`src/rtl/conv_param_loader_pkg.sv`:
```
// conv_param_loader_pkg: loader FSM state encodings and per-layer default geometry.
package conv_param_loader_pkg;

    typedef enum logic [2:0] {
        S_LOAD_W  = 3'd0,
        S_DRAIN_W = 3'd1,
        S_LOAD_B  = 3'd2,
        S_DRAIN_B = 3'd3,
        S_DONE    = 3'd4
    } state_e;

    localparam int DEF_NUM_CH   = 6;
    localparam int DEF_KERNEL_K = 5;
    localparam int DEF_W_WIDTH  = 8;
    localparam int DEF_B_WIDTH  = 32;

endpackage

```
`src/rtl/conv_param_loader_rom_tag_pipe.sv`:
```
// conv_param_loader_rom_tag_pipe: LAT+1 stage {valid, index} shift register that tracks each ROM read
// until its data is due, so the capture side knows which bank slot the word belongs to.
module conv_param_loader_rom_tag_pipe #(
    parameter int LAT = 1,
    parameter int IW  = 8
) (
    input  logic          clk,
    input  logic          rst,
    input  logic          v_i,
    input  logic [IW-1:0] idx_i,
    output logic          v_o,
    output logic [IW-1:0] idx_o
);

    logic [LAT:0]         v_q;
    logic [LAT:0][IW-1:0] idx_q;

    always_ff @(posedge clk or posedge rst) begin
        if (rst) begin
            v_q   <= '0;
            idx_q <= '0;
        end else begin
            v_q[0]   <= v_i;
            idx_q[0] <= idx_i;
            for (int k = 1; k <= LAT; k++) begin
                v_q[k]   <= v_q[k-1];
                idx_q[k] <= idx_q[k-1];
            end
        end
    end

    assign v_o   = v_q[LAT];
    assign idx_o = idx_q[LAT];

endmodule

```
`src/rtl/conv_param_loader.sv`:
```
// conv_param_loader: streams conv weights and biases from two synchronous ROMs into flat banks and
// gates pixel valid until loaded. Define CONV_LOADER_CHECKSUM_EN to add the running checksum port.
module conv_param_loader
    import conv_param_loader_pkg::*;
#(
    parameter int NUM_CH   = DEF_NUM_CH,
    parameter int KERNEL_K = DEF_KERNEL_K,
    parameter int W_WIDTH  = DEF_W_WIDTH,
    parameter int B_WIDTH  = DEF_B_WIDTH,
    parameter int ROM_LAT  = 1,
    parameter int W_ADDR_W = 8,
    parameter int B_ADDR_W = 3
) (
    input  logic                              clk,
    input  logic                              rst,
    input  logic                              reload_i,
    output logic [W_ADDR_W-1:0]               w_rom_addr_o,
    input  logic [W_WIDTH-1:0]                w_rom_q_i,
    output logic [B_ADDR_W-1:0]               b_rom_addr_o,
    input  logic [B_WIDTH-1:0]                b_rom_q_i,
    output logic [NUM_CH*KERNEL_K*KERNEL_K*W_WIDTH-1:0] weights_flat_o,
    output logic [NUM_CH*B_WIDTH-1:0]         biases_flat_o,
    output logic                              busy_o,
    output logic                              ready_o,
    output logic                              load_done_o,
    input  logic                              valid_in_i,
    output logic                              valid_out_o
`ifdef CONV_LOADER_CHECKSUM_EN
    ,
    output logic [31:0]                       checksum_o
`endif
);

    localparam int TAPS  = KERNEL_K * KERNEL_K;
    localparam int N_W   = NUM_CH * TAPS;
    localparam int N_B   = NUM_CH;
    localparam int DRAIN = ROM_LAT + 1;

    state_e              state_q, state_d;
    logic [15:0]         idx_q, idx_d;
    logic [W_ADDR_W-1:0] w_addr_q, w_addr_d, w_tag;
    logic [B_ADDR_W-1:0] b_addr_q, b_addr_d, b_tag;
    logic                w_tag_v, b_tag_v, w_issue, b_issue;
    logic                busy_q, busy_d, ready_q, ready_d, done_q, done_d;
    logic [N_W*W_WIDTH-1:0] w_bank_q;
    logic [N_B*B_WIDTH-1:0] b_bank_q;

    always_comb begin
        w_issue  = state_q == S_LOAD_W;
        b_issue  = state_q == S_LOAD_B;
        w_addr_d = w_issue ? idx_q[W_ADDR_W-1:0] : w_addr_q;
        b_addr_d = b_issue ? idx_q[B_ADDR_W-1:0] : b_addr_q;
        state_d  = state_q;
        idx_d    = idx_q + 16'd1;
        unique case (state_q)
            S_LOAD_W:  if (idx_q == 16'(N_W - 1))   begin state_d = S_DRAIN_W; idx_d = '0; end
            S_DRAIN_W: if (idx_q == 16'(DRAIN - 1)) begin state_d = S_LOAD_B;  idx_d = '0; end
            S_LOAD_B:  if (idx_q == 16'(N_B - 1))   begin state_d = S_DRAIN_B; idx_d = '0; end
            S_DRAIN_B: if (idx_q == 16'(DRAIN - 1)) begin state_d = S_DONE;    idx_d = '0; end
            S_DONE: begin
                idx_d = '0;
                if (reload_i) state_d = S_LOAD_W;
            end
            default: begin
                state_d = S_LOAD_W;
                idx_d   = '0;
            end
        endcase
        busy_d  = state_d != S_DONE;
        ready_d = state_d == S_DONE;
        done_d  = ready_d && state_q != S_DONE;
    end

    always_ff @(posedge clk or posedge rst) begin
        if (rst) begin
            state_q  <= S_LOAD_W;
            idx_q    <= '0;
            w_addr_q <= '0;
            b_addr_q <= '0;
            busy_q   <= 1'b0;
            ready_q  <= 1'b0;
            done_q   <= 1'b0;
        end else begin
            state_q  <= state_d;
            idx_q    <= idx_d;
            w_addr_q <= w_addr_d;
            b_addr_q <= b_addr_d;
            busy_q   <= busy_d;
            ready_q  <= ready_d;
            done_q   <= done_d;
        end
    end

    // Tags enter on the same edge that registers the address, so they emerge exactly when data is due.
    conv_param_loader_rom_tag_pipe #(.LAT(ROM_LAT), .IW(W_ADDR_W)) u_w_tags (
        .clk   (clk),
        .rst   (rst),
        .v_i   (w_issue),
        .idx_i (idx_q[W_ADDR_W-1:0]),
        .v_o   (w_tag_v),
        .idx_o (w_tag)
    );

    conv_param_loader_rom_tag_pipe #(.LAT(ROM_LAT), .IW(B_ADDR_W)) u_b_tags (
        .clk   (clk),
        .rst   (rst),
        .v_i   (b_issue),
        .idx_i (idx_q[B_ADDR_W-1:0]),
        .v_o   (b_tag_v),
        .idx_o (b_tag)
    );

    always_ff @(posedge clk or posedge rst) begin
        if (rst) begin
            w_bank_q <= '0;
            b_bank_q <= '0;
        end else begin
            if (w_tag_v) w_bank_q[int'(w_tag)*W_WIDTH +: W_WIDTH] <= w_rom_q_i;
            if (b_tag_v) b_bank_q[int'(b_tag)*B_WIDTH +: B_WIDTH] <= b_rom_q_i;
        end
    end

`ifdef CONV_LOADER_CHECKSUM_EN
    logic [31:0] sum_q;

    always_ff @(posedge clk or posedge rst) begin
        if (rst)
            sum_q <= '0;
        else if (state_q == S_DONE && reload_i)
            sum_q <= '0;
        else
            sum_q <= sum_q + (w_tag_v ? 32'(signed'(w_rom_q_i)) : 32'd0)
                           + (b_tag_v ? 32'(signed'(b_rom_q_i)) : 32'd0);
    end

    assign checksum_o = sum_q;
`endif

    assign w_rom_addr_o   = w_addr_q;
    assign b_rom_addr_o   = b_addr_q;
    assign weights_flat_o = w_bank_q;
    assign biases_flat_o  = b_bank_q;
    assign busy_o         = busy_q;
    assign ready_o        = ready_q;
    assign load_done_o    = done_q;
    assign valid_out_o    = valid_in_i & ready_q;

endmodule

```
`config.mk`:
```
export PLATFORM = sky130hd
export DESIGN_NAME = conv_param_loader
export DESIGN_NICKNAME = d
export VERILOG_FILES = /design/src/rtl/conv_param_loader_pkg.sv /design/src/rtl/conv_param_loader_rom_tag_pipe.sv /design/src/rtl/conv_param_loader.sv
export SDC_FILE = /design/constraint.sdc
export NUM_CORES = 2
export LEC_CHECK = 0
export ABC_AREA = 1
export CAP_MARGIN = 5
export CORE_AREA = 8 8 554 556
export CTS_BUF_LIST = sky130_fd_sc_hd__clkbuf_16
export DETAILED_ROUTE_END_ITERATION = 10
export DIE_AREA = 0 0 562 564
export DONT_BUFFER_PORTS = 1
export PLACE_DENSITY = 0.36
export SKIP_LAST_GASP = 1
export SYNTH_ARGS = -nofsm -noshare
export SYNTH_HDL_FRONTEND = slang
export SYNTH_SLANG_ARGS = --single-unit
```
`constraint.sdc`:
```
create_clock -name clk -period 82.7 [get_ports clk]
set_input_delay 24.81 -clock clk [delete_from_list [all_inputs] [get_ports clk]]
set_output_delay 24.81 -clock clk [all_outputs]
set_load 0.1 [all_outputs]
```
==> results.cfg <==
[run_status]
status = finished, final reports clean

[routing]
wire_per_inst_um = 32.8
met3_length_um = 43700
dr.pass1.iters = 6
routed_wl_um = 400000
num_vias = 59503
wl_met2_um = 183000
drcViolationCount = 0
met1_length_um = 158000
topRoutingLayerUsed = met5
via_per_inst = 4.88
ant_nets = 0
drt-initial-drc-count = 5281

[grt]
overflow = 0
grt_max_degree = 158
grtUsageTotal_pct = 24.2
grt_pass1_wl_um = 536000
grt_pass1_vias = 57774
grt_antenna_before_repair = 17

[die]
core_sq_mm = 0.298
die_w_um = 562
boundaryPins = 1451
dieHeight_um = 564
fp-row-count = 201
die_area_sq_mm = 0.317
start_util_pct = 22.0

[sta]
worst_hold_slack_ns = 0.352
setup_viol = 0
slew_viol_final = 0
fin_crit_sh_pct = 60.9
fin_skew_ns = 0.0386
hold_viol_final = 0
fmax_mhz = 19.9
rsz0062_at_grt = false
relSlewSlack_pct = 10.3
tns_ns = 0
min_period_ns = 50.34
worstMarginPinSlew_ns = 1.34

[worst_setup_path]
critPathMaxStageDelay_ns = 0.66
cp_max_fo = 1
path_delay_family = buffers and inverters
critical_path_class = in -> out
cp.required_ns = 57.89
cp_cell_sequence = nand2_1 > inv_1
crit_cells = 2
worst_setup_path_start_kind = input pin
path_buf_inv = 1
cp_slowest_cell = inv_1
cp-end-kind = output port
crit_arrival_ns = 25.53
r2r_cells = 15

[power]
power_density_mw_per_mm2 = 21.6
ir_worst_vdd_v = 0.0000151
power_leakage_nw = 34.2

[clock_tree]
path_clk_slew_ns = 0.06
postCtsHoldBufs = 0
cts_resized = 0
post_cts_buffers = 0
cts_buffers = 185
cts-root-buf = clkbuf_16
htree_num_levels = 4
clock_sinks = 1445
cts_tree = done
clock_latency_ns = 0.87
cts_buffer_depth = 4

[logic_synthesis]
postSynthAreaPerCell_sq_um = 7.99
yosysUniqueCellTypes = 40
ys_ff_latch = 1445
synth_area_sq_mm = 0.0657
syn_nets = 8269
seq_area_frac_synth_pct = 55.1
netlist_instances = 8220
synth_warnings = 0

[placement]
gp_congestion = 0.845
place_area_sq_mm = 0.0704
place_hpwl_um = 298000
portBuffers = 0

[min_path]
hold_class = reg -> reg
min_delay_path_depth = 0

[finish]
nFillCells = 32904
final_cell_area_sq_mm = 0.0763
area_growth_pct = 16.2
nets = 8152
layout-drive-gt1-share_pct = 8.01

[run]
maxCapViolCount = 0
cells in the mapped netlist:
cell type | instances | area [sq um]
xor2_2 | 1 | 16.3
or3_1 | 1 | 6.26
o22ai_1 | 1 | 6.26
nand3_1 | 966 | 4830
o41ai_1 | 2 | 17.5
nor3_2 | 7 | 70.1
nor2_4 | 13 | 146
clkbuf_1 | 236 | 886
o31ai_1 | 9 | 67.6
nor2_2 | 25 | 156
nand4_2 | 2 | 25.0
inv_2 | 16 | 60.1
o21ai_1 | 11 | 55.1
nor2_1 | 973 | 3650
ha_1 | 5 | 62.6
o221ai_1 | 1 | 8.76
mux2_2 | 68 | 766
nand2_1 | 2957 | 11100
o21ai_0 | 131 | 656
nor4_1 | 5 | 31.3
or2_2 | 2 | 12.5
buf_2 | 226 | 1130
o21a_1 | 12 | 90.1
buf_4 | 2 | 15.0
and2_1 | 1 | 6.26
mux2i_1 | 2 | 20.0
clkinv_1 | 3 | 11.3
xnor2_1 | 1 | 8.76
nand3b_1 | 19 | 143
dfrtp_1 | 1445 | 36200
buf_1 | 56 | 210
nand2_2 | 5 | 31.3
nor3_1 | 216 | 1080
a31oi_1 | 1 | 6.26
xor2_1 | 9 | 78.8
a21oi_1 | 47 | 235
nand4_1 | 396 | 2480
nor3_4 | 1 | 16.3
nand4_4 | 1 | 21.3
inv_1 | 345 | 1290
cells in the final DEF, fill, tap and decap left out, types with 12 or more instances in the layout:
| cell type | n |
|---|---|
| nand4_1 | 396 |
| bufinv_16 | 20 |
| buf_4 | 207 |
| inv_1 | 371 |
| clkinv_1 | 43 |
| nand3_1 | 959 |
| nor2_4 | 21 |
| mux2_2 | 68 |
| dfrtp_1 | 1441 |
| nand2_1 | 2955 |
| clkinv_2 | 27 |
| clkbuf_16 | 188 |
| inv_2 | 12 |
| nor2_2 | 52 |
| o21a_1 | 12 |
| nor2_1 | 938 |
| nor3_1 | 216 |
| nand3b_1 | 19 |
| o21ai_0 | 131 |
| a21oi_1 | 47 |
per-layer routing:
| layer | GRT usage (%) | vias to the layer above |
|---|---|---|
| li1 | - | 26351 |
| met1 | 29.0 | 30203 |
| met2 | 39.0 | 2501 |
| met3 | 10.2 | 446 |
| met4 | 8.01 | 2 |
| met5 | 0 | - |
cell type report:
class	count	area [sq um]	area share [%]
well taps	3958	4950	6.49
diodes	9	22.5	0.0295
repair buffers	216	1730	2.26
inverters	364	1400	1.84
multi-input cells	5891	26200	34.3
clock buffers	188	4700	6.16
flip-flops and latches	1445	36200	47.4
clock inverters	132	1210	1.58
cell families (layout without fill, tap and decap cells):
family | count (synthesis) | in the layout | synth area share, %
other | 0 | 9 | 0
buffers and inverters | 884 | 900 | 5.49
muxes | 70 | 70 | 1.20
and+or+nand+nor | 5590 | 5590 | 36.3
adders and majority gates | 5 | 5 | 0.0953
AOI/OAI and AO/OA | 215 | 215 | 1.74
DFF | 1445 | 1445 | 55.1
xor gates and xnor gates | 11 | 11 | 0.158
per-stage QoR:
stage	util (%)	power, mW	setup WS [ns]	cells
floorplan	-	0.829	17.14	8220
global placement	23.6	0.848	32.32	11873
detailed placement	23.6	0.848	32.34	11873
CTS	25.6	1.68	32.34	12193
global route	25.6	1.71	32.33	12195
finish	25.6	1.65	32.36	12203
where the power goes:
part,total (mW),switching (mW),internal (mW)
sequential,0.802,0.0867,0.715
combinational,0.0320,0.0258,0.00614
clock,0.817,0.344,0.473
state kept, by name (all words and copies together), names as in the netlist, 2 cells and up:
name,cells
idx_q,16
w_rom_addr_o,8
u_w_tags.idx_o,6
u_w_tags.v_q,2
state_q,3
u_w_tags.idx_q,6
u_b_tags.v_q,2
biases_flat_o,192
u_b_tags.idx_q,2
b_rom_addr_o,3
u_b_tags.idx_o,2
weights_flat_o,1200
path summary, 6_finish.rpt:
check / endpoint / start / slack [ns]
max in group asynchronous: weights_flat_o[1151] / rst / 54.39
min reg2reg: u_w_tags.idx_o[4] / u_w_tags.idx_q[4] / 0.35
min in group asynchronous: biases_flat_o[119] / rst / 23.87
min: u_w_tags.idx_o[4] / u_w_tags.idx_q[4] / 0.35
max reg2reg: weights_flat_o[250] / u_b_tags.idx_o[0] / 76.41
max: valid_out_o / valid_in_i / 32.36
Power figures use the tool's default switching activity.
